==> config.mk <==
export PLATFORM = sky130hd
export DESIGN_NAME = victim_cache_ctrl
export DESIGN_NICKNAME = d
export VERILOG_FILES = /design/src/rtl/victim_cache_ctrl_pkg.sv /design/src/rtl/victim_cache_ctrl_slot_select.sv /design/src/rtl/victim_cache_ctrl.sv
export SDC_FILE = /design/constraint.sdc
export NUM_CORES = 1
export LEC_CHECK = 0
export ABC_AREA = 1
export ABC_CLOCK_PERIOD_IN_PS = 3900
export CORE_AREA = 3 3 353 355
export CTS_BUF_LIST = sky130_fd_sc_hd__clkbuf_4 sky130_fd_sc_hd__clkbuf_8
export DETAILED_ROUTE_END_ITERATION = 16
export DIE_AREA = 0 0 356 358
export HOLD_SLACK_MARGIN = 0.02
export PLACE_DENSITY = 0.44
export SYNTH_ARGS = -nofsm -noshare
export SYNTH_HDL_FRONTEND = slang
export SYNTH_SLANG_ARGS = --single-unit
==> constraint.sdc <==
create_clock -name clk -period 3.9 [get_ports clk]
set_input_delay 0.585 -clock clk [delete_from_list [all_inputs] [get_ports clk]]
set_output_delay 0.585 -clock clk [all_outputs]
set_load 0.02 [all_outputs]
==> src/rtl/victim_cache_ctrl_pkg.sv <==
// Shared line geometry, FSM state encoding and per-entry metadata for the
// victim cache controller.
package victim_cache_pkg;
    localparam int VICTIM_NO_OF_SETS = 4;
    localparam int DCACHE_LINE_WIDTH = 128;
    localparam int DCACHE_TAG_BITS   = 20;
    localparam int VICTIM_IDX_BITS   = $clog2(VICTIM_NO_OF_SETS);

    typedef enum logic [2:0] {
        S_IDLE, S_LOOKUP, S_MEM_RD, S_EVICT, S_WB, S_VWRITE, S_RESP
    } vc_state_e;

    typedef struct packed {
        logic                       valid;
        logic                       dirty;
        logic [DCACHE_TAG_BITS-1:0] tag;
    } vc_meta_t;
endpackage

==> src/rtl/victim_cache_ctrl_slot_select.sv <==
// Combinational priority encoders: lookup hit index and the insertion slot
// (in-place tag match, else lowest free entry, else the FIFO pointer).
module victim_slot_select
    import victim_cache_pkg::*;
(
    input  vc_meta_t [VICTIM_NO_OF_SETS-1:0] meta,
    input  logic [DCACHE_TAG_BITS-1:0]       lookup_tag,
    input  logic [DCACHE_TAG_BITS-1:0]       evict_tag,
    input  logic [VICTIM_IDX_BITS-1:0]       fifo_ptr,
    output logic                             hit,
    output logic [VICTIM_IDX_BITS-1:0]       hit_idx,
    output logic [VICTIM_IDX_BITS-1:0]       sel_idx,
    output logic                             sel_fifo
);
    logic                       match, free;
    logic [VICTIM_IDX_BITS-1:0] match_idx, free_idx;

    always_comb begin
        hit       = 1'b0;
        hit_idx   = '0;
        match     = 1'b0;
        match_idx = '0;
        free      = 1'b0;
        free_idx  = '0;
        // Scan downwards so the lowest qualifying index is the last one written.
        for (int i = VICTIM_NO_OF_SETS - 1; i >= 0; i--) begin
            if (meta[i].valid && meta[i].tag == lookup_tag) begin
                hit     = 1'b1;
                hit_idx = VICTIM_IDX_BITS'(i);
            end
            if (meta[i].valid && meta[i].tag == evict_tag) begin
                match     = 1'b1;
                match_idx = VICTIM_IDX_BITS'(i);
            end
            if (!meta[i].valid) begin
                free     = 1'b1;
                free_idx = VICTIM_IDX_BITS'(i);
            end
        end
        sel_fifo = !match && !free;
        sel_idx  = match ? match_idx : (free ? free_idx : fifo_ptr);
    end
endmodule

==> src/rtl/victim_cache_ctrl.sv <==
// Victim cache miss-path sequencer: lookup/swap, memory refill, dirty victim
// write-back and insertion into the indexed 4-entry victim storage.
module victim_cache_ctrl
    import victim_cache_pkg::*;
#(
    parameter int CNT_WIDTH = 16
) (
    input  logic                         clk,
    input  logic                         rst,
    input  logic                         miss_req_i,
    input  logic [DCACHE_TAG_BITS-1:0]   miss_tag_i,
    input  logic                         evict_valid_i,
    input  logic                         evict_dirty_i,
    input  logic [DCACHE_TAG_BITS-1:0]   evict_tag_i,
    input  logic [DCACHE_LINE_WIDTH-1:0] evict_data_i,
    output logic                         miss_ack_o,
    output logic [DCACHE_LINE_WIDTH-1:0] fill_data_o,
    output logic [DCACHE_TAG_BITS-1:0]   fill_tag_o,
    output logic                         fill_dirty_o,
    output logic                         fill_from_victim_o,
    output logic [VICTIM_IDX_BITS-1:0]   vc_rd_idx_o,
    input  logic [DCACHE_LINE_WIDTH-1:0] vc_rd_data_i,
    output logic                         vc_write_o,
    output logic [VICTIM_IDX_BITS-1:0]   vc_wr_idx_o,
    output logic [DCACHE_LINE_WIDTH-1:0] vc_wr_data_o,
    output logic                         mem_rd_req_o,
    output logic [DCACHE_TAG_BITS-1:0]   mem_rd_tag_o,
    input  logic                         mem_rd_ack_i,
    input  logic [DCACHE_LINE_WIDTH-1:0] mem_rd_data_i,
    output logic                         mem_wb_req_o,
    output logic [DCACHE_TAG_BITS-1:0]   mem_wb_tag_o,
    output logic [DCACHE_LINE_WIDTH-1:0] mem_wb_data_o,
    input  logic                         mem_wb_ack_i,
    output logic [CNT_WIDTH-1:0]         hit_cnt_o,
    output logic [CNT_WIDTH-1:0]         miss_cnt_o
);
    vc_state_e                          state;
    vc_meta_t [VICTIM_NO_OF_SETS-1:0]   meta;
    logic [VICTIM_IDX_BITS-1:0]         fifo_ptr, slot, hit_idx, sel_idx;
    logic                               slot_fifo, hit, sel_fifo;
    logic [DCACHE_TAG_BITS-1:0]         miss_tag, ev_tag;
    logic                               ev_valid, ev_dirty;
    logic [DCACHE_LINE_WIDTH-1:0]       ev_data;
    logic [CNT_WIDTH-1:0]               hit_cnt, miss_cnt;

    victim_slot_select u_sel (
        .meta       (meta),
        .lookup_tag (miss_tag),
        .evict_tag  (ev_tag),
        .fifo_ptr   (fifo_ptr),
        .hit        (hit),
        .hit_idx    (hit_idx),
        .sel_idx    (sel_idx),
        .sel_fifo   (sel_fifo)
    );

    // Request/strobe outputs are decoded straight from the state register.
    assign miss_ack_o    = (state == S_RESP);
    assign mem_rd_req_o  = (state == S_MEM_RD);
    assign mem_wb_req_o  = (state == S_WB);
    assign vc_write_o    = (state == S_VWRITE);
    assign vc_rd_idx_o   = (state == S_LOOKUP) ? hit_idx : slot;
    assign vc_wr_idx_o   = slot;
    assign vc_wr_data_o  = ev_data;
    assign mem_rd_tag_o  = miss_tag;
    assign mem_wb_tag_o  = meta[slot].tag;
    assign mem_wb_data_o = (state == S_WB) ? vc_rd_data_i : '0;
    assign hit_cnt_o     = hit_cnt;
    assign miss_cnt_o    = miss_cnt;

    always_ff @(posedge clk) begin
        if (rst) begin
            state              <= S_IDLE;
            meta               <= '0;
            fifo_ptr           <= '0;
            slot               <= '0;
            slot_fifo          <= 1'b0;
            miss_tag           <= '0;
            ev_valid           <= 1'b0;
            ev_dirty           <= 1'b0;
            ev_tag             <= '0;
            ev_data            <= '0;
            hit_cnt            <= '0;
            miss_cnt           <= '0;
            fill_data_o        <= '0;
            fill_tag_o         <= '0;
            fill_dirty_o       <= 1'b0;
            fill_from_victim_o <= 1'b0;
        end else begin
            case (state)
                S_IDLE: if (miss_req_i) begin
                    miss_tag <= miss_tag_i;
                    ev_valid <= evict_valid_i;
                    ev_dirty <= evict_dirty_i;
                    ev_tag   <= evict_tag_i;
                    ev_data  <= evict_data_i;
                    state    <= S_LOOKUP;
                end
                S_LOOKUP: begin
                    fill_tag_o <= miss_tag;
                    if (hit) begin
                        // Swap: line moves back to the dcache, entry is freed.
                        fill_data_o          <= vc_rd_data_i;
                        fill_dirty_o         <= meta[hit_idx].dirty;
                        fill_from_victim_o   <= 1'b1;
                        meta[hit_idx].valid  <= 1'b0;
                        if (hit_cnt != '1) hit_cnt <= hit_cnt + CNT_WIDTH'(1);
                        state                <= S_EVICT;
                    end else begin
                        fill_from_victim_o <= 1'b0;
                        if (miss_cnt != '1) miss_cnt <= miss_cnt + CNT_WIDTH'(1);
                        state              <= S_MEM_RD;
                    end
                end
                S_MEM_RD: if (mem_rd_ack_i) begin
                    fill_data_o  <= mem_rd_data_i;
                    fill_dirty_o <= 1'b0;
                    state        <= S_EVICT;
                end
                S_EVICT: begin
                    if (!ev_valid) begin
                        state <= S_RESP;
                    end else begin
                        slot      <= sel_idx;
                        slot_fifo <= sel_fifo;
                        // Only a FIFO pick can land on a valid entry needing write-back.
                        state     <= (sel_fifo && meta[sel_idx].dirty) ? S_WB : S_VWRITE;
                    end
                end
                S_WB: if (mem_wb_ack_i) state <= S_VWRITE;
                S_VWRITE: begin
                    meta[slot] <= '{valid: 1'b1, dirty: ev_dirty, tag: ev_tag};
                    if (slot_fifo) fifo_ptr <= fifo_ptr + VICTIM_IDX_BITS'(1);
                    state <= S_RESP;
                end
                S_RESP:  state <= S_IDLE;
                default: state <= S_IDLE;
            endcase
        end
    end
endmodule

==> metrics.md, run 1 <==
| Metric | Value |
|---|---|
| Category of the worst setup path launch point | flip-flop |
| Endpoints failing hold | 0 |
| Slowest Stage Delay on Critical Path | 0.77 ns |
| Power density cells | 507 nW/um2 |
| Vertical extent of the die | 358 um |
| Share of synthesized cell area in full adder, half adder and majority cells | 0.00108 |
| Main area contributors after synthesis | dfxtp_1, nand2_1, o21ai_0, a21oi_1, inv_1 |
| Number of cells in the finished layout apart from fillers | 6,146 |
| Remaining global-route overflow | 0 |
| Area of the mapped netlist | 23,100 um2 |
| Total number of H-tree levels | 3 |
| Synth Net Count | 3,996 |
| Sequential fraction of the synthesis area | 0.389 |
| Max-slew violations | 0 |
| Number of cells produced by synthesis | 3,563 |
| Crit path cell chain | nor2_1 > nand2_4 > buf_12 > nor2_1 > clkdlybuf4s50_1 |
| Violation count after the first detailed-route iteration | 2,874 |
| Pin count of the biggest net entering global routing | 129 |
| Most numerous cell types in the synthesized netlist | nand2_1, inv_1, dfxtp_1, o21ai_0, a21oi_1 |
| Worst path slowest cell | clkdlybuf4s50_1 |
| Setup Skew | 0.0673 ns |
| Site row count | 128 |
| Initial core utilization | 0.190 |
| Worst Setup End Kind | primary output |
| Post-route antenna net violation count | 0 |
| Warnings from Yosys | 0 |
| Max-slew headroom | 0.307 |
| CP most frequent cell | nor2_1 |
| Detailed-route via count | 28,000 |
| Remaining DRCs | 0 |
| Most frequent cell after synthesis | nand2_1 |
| First-pass GRT wire length | 215,000 um |
| Number of flops mapped to enable cells by yosys | 0 |
| Start-to-end type of the worst setup path | reg -> out |
| Period utilization | 0.963 |
| Routed wire length | 160,000 um |
| HP Class | in -> reg |
| Data arrival time at the worst-slack endpoint | 3.17 ns |
| Clock transition at the registers of the reported paths | 0.06 ns |
| RSZ-0062 raised after global routing | false |
| Die boundary width | 356 um |
| Worst IR drop on VDD | 284 uV |
| Post-synthesis simple-gate area fraction | 0.266 |
| Clock insertion delay at the later pin of the skew report | 0.77 ns |
| Count of nets after finishing | 4,863 |
| Syn avg cell area | 6.48 um2 |
| Slew at the pin with the worst max-slew slack | 1.03 ns |
| Top-level I/O count | 917 |
| CTS tree | yes |
| Number of buffers on the longest clock path | 3 |
| Final Wtd Congestion | 0.972 |
| Largest fanout on the critical path | 121 |
| Number of input and output port buffers inserted | 916 |
| Synth Area in XOR/XNOR | 0.0182 |
| Required time at the worst-slack endpoint | 3.31 ns |
| Detail Placement HPWL | 129,000 um |
| Max Clock Freq | 266 MHz |
| Synth-to-Final Area Change | 58.0% |
| Run status | completed |
| Total die area | 127,000 um2 |
| Synthesis-stage register bit count | 448 |
| Prevailing post-synth register cell | dfxtp_1 |
| Post-CTS Hold Buffers | 0 |
| Mux contribution to synthesized area | 0 |
| Setup-violating endpoint count in the final report | 0 |
| Total CTS buffers | 93 |
| Most area-hungry cell type in the Yosys netlist | dfxtp_1 |
| Hold_ws | 0.225 ns |
| Vias in the first global route | 26,400 |
| Detailed-routing iteration count for the pre-antenna-repair pass | 5 |
| CORE AREA | 122,000 um2 |
| Accumulated negative setup slack | 0 ns |
| Total Routing Usage GR | 0.239 |
| Area fraction of the dominant cell type after synthesis | 0.389 |
| Number of cells after detailed placement | 5,953 |
| MaxCap Viol Count | 0 |
| Unique masters post-synth | 40 |
| Minimum clock period after layout | 3.76 ns |
| Num Clock Sinks | 448 |
| Initial antenna violation count | 46 |
| Post-synthesis compound-gate area fraction | 0.209 |
| Fraction of registers with async set or reset after synthesis | 0 |
| Root cell of the clock tree | clkbuf_8 |
| Ratio of cells with drive above 1 in the final layout | 0.0719 |
| Largest family of logic cells by synthesized area | simple AND/OR/NAND/NOR gates |
| Leakage power total | 0.0143 uW |
| Vias per Instance | 4.55 |
| Avg WL per Cell | 26.1 um |
==> through the flow <==
step / cell area (um2) / utilization / setup slack [ns] / power, uW
after detailed placement: 34000 / 0.280 / 0.344 / 12600
after global routing: 36400 / 0.299 / 0.0102 / 19400
after global placement: 34000 / 0.280 / 0.267 / 12600
after floorplan: 23100 / - / 1.48 / 9090
after CTS: 36400 / 0.299 / 0.0220 / 18700
final: 36500 / 0.300 / 0.143 / 18500
==> report_power, final <==
group          total [uW]  internal [uW]  leakage (uW)  switching, uW
sequential           5720           5220       0.00367            496
combinational        6860           2510       0.00948           4350
clock                5910           3370       0.00115           2540
==> path summary, 6_finish.rpt <==
path	slack, ns	end	start	depth (start not counted)
max	0.14	mem_wb_data_o[75]	state[0]	5
min	0.23	fill_data_o[24]	rst	2
max reg2reg	0.83	state[0]	ev_tag[0]	15
min reg2reg	0.44	vc_wr_data_o[71]	vc_wr_data_o[71]	2
==> placed cells by master, fill, tap and decap left out, drive strengths merged, types with 26 or more instances in the layout <==
cell type / Yosys / layout
nand2: 752 / 752
nor4: 26 / 26
nand3: 219 / 219
nor3: 44 / 44
buf: 44 / 71
clkdlybuf4s50: 0 / 913
nand4: 60 / 60
clkbuf: 170 / 137
o21ai: 448 / 448
dfxtp: 448 / 448
a21oi: 442 / 442
inv: 469 / 472
nor2: 324 / 324
==> logic make-up after synthesis <==
family	count (synthesis)
AO/OA/AOI/OAI	935
XOR/XNOR	48
adder cells (fa/ha/maj)	2
buffers and inverters	687
flip-flops	448
AND/OR/NAND/NOR	1443
==> layer usage <==
layer | vias to the layer above | global-route usage | share of wire
met5 | - | 0 | 0.0012
met4 | 28 | 0.0588 | 0.025
met2 | 1172 | 0.362 | 0.44
met3 | 231 | 0.0888 | 0.10
met1 | 13200 | 0.319 | 0.43
li1 | 13400 | - | -
==> worst max-delay path: cells and delay by family (launching register included) <==
kind | cells | cell delay (ns)
buffers and inverters | 2 | 1.03
and+or+nand+nor | 3 | 0.85
DFF | 1 | 0.36
==> registers in the layout, summed over array words and instances (netlist names) <==
name / count
state: 3
miss_cnt_o: 16
fill_tag_o: 20
vc_wr_idx_o: 2
ev_tag: 20
fill_dirty_o: 1
fifo_ptr: 2
meta: 88
fill_data_o: 128
mem_rd_tag_o: 20
ev_valid: 1
hit_cnt_o: 16
vc_wr_data_o: 128
slot_fifo: 1
fill_from_victim_o: 1
ev_dirty: 1
==> final cells by class <==
class | instances | area (um2)
Fill cell | 13600 | 85300
Tap cell | 1625 | 2030
Timing Repair Buffer | 986 | 9890
Antenna cell | 17 | 42.5
Sequential cell | 448 | 8990
Inverter | 473 | 1800
Clock inverter | 33 | 410
Multi-Input combinational cell | 2428 | 11600
Clock buffer | 136 | 1740
==> what timing repair did <==
item / CTS / global route
setup buffers: 6 / 1
pin swaps: 1 / 0
endpoints found under the setup margin: 6 / 2
resized for setup: 35 / 18
Power figures use the tool's default switching activity.
==> run 2, diff against run 1 <==
- CORE_AREA: 3 3 353 355 -> 2 2 362 364
- DIE_AREA: 0 0 356 358 -> 0 0 364 366
- PLACE_DENSITY: 0.44 -> 0.43
- SLEW_MARGIN: unset -> 25
==> run 2 against run 1 <==
Sequential power rose by 0.7%. Via count is 0.22% higher. Non-clock buffer count up 12. First-iteration DRC count fell by 17%. Highest routed layer unchanged. Sequential cell count stayed put. Setup slack better by 0.017 ns. Design area decreased by 0.17%. Register-to-register slack hardly changed. Maximum frequency grew 0.45%.
==> metrics.md, run 2 (synthesis results as in run 1) <==
| Metric | Value |
|---|---|
| Final Wtd Congestion | 1.01 (+4.2%) |
| Ratio of cells with drive above 1 in the final layout | 0.0716 (-0.000317) |
| Required time at the worst-slack endpoint | 3.31 ns (about the same) |
| Leakage power total | 0.0143 uW (-0.27%) |
| Num Clock Sinks | 448 (unchanged) |
| Most common library cell in the layout ignoring fill and taps | clkdlybuf4s50_1 |
| Pin count of the biggest net entering global routing | 162 (+26%) |
| Minimum clock period after layout | 3.74 ns (-0.0168 ns) |
| Initial antenna violation count | 48 (+4.3%) |
| Switching share of power | 0.412 (+0.0124) |
| Clock insertion delay at the later pin of the skew report | 0.86 ns (+0.09 ns) |
| Vertical extent of the die | 366 um (+2.2%) |
| Post-route antenna net violation count | 0 (unchanged) |
| Clock transition at the registers of the reported paths | 0.06 ns (about the same) |
| Portion of total power attributed to combinational logic | 0.379 (+0.008) |
| Detail Placement HPWL | 139,000 um (+7.5%) |
| Run status | completed |
| Max-slew violations | 0 (unchanged) |
| Detailed-route via count | 28,000 (+0.22%) |
| Synth-to-Final Area Change | 57.8% |
| Routed wire length | 171,000 um (+7.1%) |
| Period utilization | 0.959 (-0.00430) |
| Number of input and output port buffers inserted | 916 (unchanged) |
| Site row count | 132 (+3.1%) |
| Cell-internal power | 10,600 uW (-4.0%) |
| Die boundary width | 364 um (+2.2%) |
| Setup-violating endpoint count in the final report | 0 (unchanged) |
| Remaining global-route overflow | 0 (unchanged) |
| Vias per Instance | 4.48 (-1.7%) |
| Accumulated negative setup slack | 0 ns (unchanged) |
| Count of nets after finishing | 4,876 (+0.27%) |
| Slowest Stage Delay on Critical Path | 0.48 ns (-0.29 ns) |
| CORE AREA | 129,000 um2 (+6.0%) |
| Total die area | 133,000 um2 (+4.5%) |
| Slew at the pin with the worst max-slew slack | 1.21 ns (+0.186 ns) |
| CP most frequent cell | nand2_1 |
| MaxCap Viol Count | 0 (unchanged) |
| Post-CTS Hold Buffers | 0 (unchanged) |
| RSZ-0062 raised after global routing | false |
| Endpoints failing hold | 0 (unchanged) |
| Worst-case setup slack after placement | 0.308 ns (-0.0353 ns) |
| Violation count after the first detailed-route iteration | 2,390 (-17%) |
| Worst path slowest cell | dfxtp_1 |
| Switching pwr | 7470 uW (+1.0%) |
| Max Clock Freq | 267 MHz (+0.45%) |
| Most frequent cells in the layout | clkdlybuf4s50_1, nand2_1, inv_1 |
| Initial core utilization | 0.179 (-0.0107) |
| Final Core Density | 0.282 (-0.0174) |
| Detailed-routing iteration count for the pre-antenna-repair pass | 5 (unchanged) |
| Max-slew headroom | 0.182 (-0.125) |
| Worst IR drop on VDD | 301 uV (+6.0%) |
| Setup Skew | 0.0775 ns (+0.0102 ns) |
| Largest fanout on the critical path | 7 (-94%) |
| HP Class | in -> reg |
| Avg WL per Cell | 27.4 um (+5.1%) |
| First-pass GRT wire length | 230,000 um (+7.1%) |
| Root cell of the clock tree | clkbuf_8 |
| Crit path cell chain | inv_2 > nand2_1 > nand2_1 > nor4_1 > nand4_1 > nand3_1 > nand2_1 > nor2_1 > a21oi_2 > clkbuf_2 |
| Total number of H-tree levels | 3 (unchanged) |
| Power density cells | 498 nW/um2 (-1.8%) |
| Data arrival time at the worst-slack endpoint | 3.16 ns (about the same) |
| Worst Setup End Kind | primary output |
| Start-to-end type of the worst setup path | reg -> out |
| Top-level I/O count | 917 (unchanged) |
| Category of the worst setup path launch point | flip-flop |
| Hold_ws | 0.120 ns (-0.105 ns) |
| Total Routing Usage GR | 0.249 (+0.0103) |
| Sequential power share | 0.318 (+0.009) |
| Total CTS buffers | 94 (+1.1%) |
| Number of buffers on the longest clock path | 3 (unchanged) |
| Clk network pwr share | 0.303 (-0.017) |
| Minimum setup slack in the final design | 0.160 ns (+0.0168 ns) |
| Remaining DRCs | 0 (unchanged) |
| CTS tree | yes |
| Vias in the first global route | 26,600 (+0.77%) |
==> run 2: cell count changes in the layout (fill, tap and decap cells not counted), sizes merged <==
cell and delta:
clkdlybuf4s15 -1, diode -6, clkinv -9, clkinvlp -1, buf +13, dlymetal6s2s +1, inv +2, clkbuf +9
clkdlybuf4s50 -1, bufinv -7
==> run 2: what timing repair did <==
item / 4_1_cts / 5_1_grt
setup endpoints to repair: 2 / 3
hold endpoints to repair: 0 / 0
resized for setup: 24 / 23
buffers inserted: 1 / 1
gates cloned: 0 / 0
pin swaps: 5 / 1
==> run 2: area by class of cell <==
| type | count | area, um2 |
|---|---|---|
| antenna | 11 | 27.5 |
| fill | 14400 | 92600 |
| multi-input combinational | 2428 | 11500 |
| timing repair buffer | 998 | 9920 |
| sequential | 448 | 8990 |
| clock buffer | 145 | 1780 |
| tap | 1742 | 2180 |
| inverter | 473 | 1790 |
| clock inverter | 18 | 185 |
==> run 2: per-layer routing <==
layer | vias to the layer above | wire length (um) | GRT usage
li1 | 13400 | - | -
met1 | 13300 | 77000 | 0.335
met2 | 1104 | 78500 | 0.401
met3 | 209 | 12100 | 0.0608
met4 | 36 | 3600 | 0.0517
met5 | - | 232 | 0
==> run 2: metrics by stage <==
step,total power [uW],cell area [um2],instances
5_1_grt,19100,36400,6257
3_5_place_dp,12700,34300,6087
2_1_floorplan,9090,23100,3563
4_1_cts,18300,36300,6251
6_report,18100,36400,6263
3_3_place_gp,12700,34300,6087
==> run 2: power groups by stage <==
stage,Sequential [uW],Combinational [uW],Clock (uW)
floorplan,6370,2730,0
CTS,5750,6890,5690
finish,5760,6870,5490
global placement,5820,6900,0
global route,5840,7340,5880
detailed placement,5830,6840,0
==> run 2: final timing paths <==
kind | from | slack [ns] | cells after the start | to
worst min register to register | vc_wr_data_o[12] | 0.44 | 2 | vc_wr_data_o[12]
worst min-delay path | rst | 0.12 | 4 | vc_wr_data_o[36]
worst max-delay path | mem_rd_tag_o[13] | 0.16 | 10 | vc_rd_idx_o[0]
worst max register to register | ev_tag[0] | 0.84 | 15 | state[0]
==> run 2: worst max-delay path, delay by kind of cell (launching register included) <==
| family | cells | cell delay, ns |
|---|---|---|
| AOI/OAI and AO/OA | 1 | 0.08 |
| and+or+nand+nor | 7 | 1.47 |
| DFF | 1 | 0.48 |
| buffers and inverters | 2 | 0.31 |
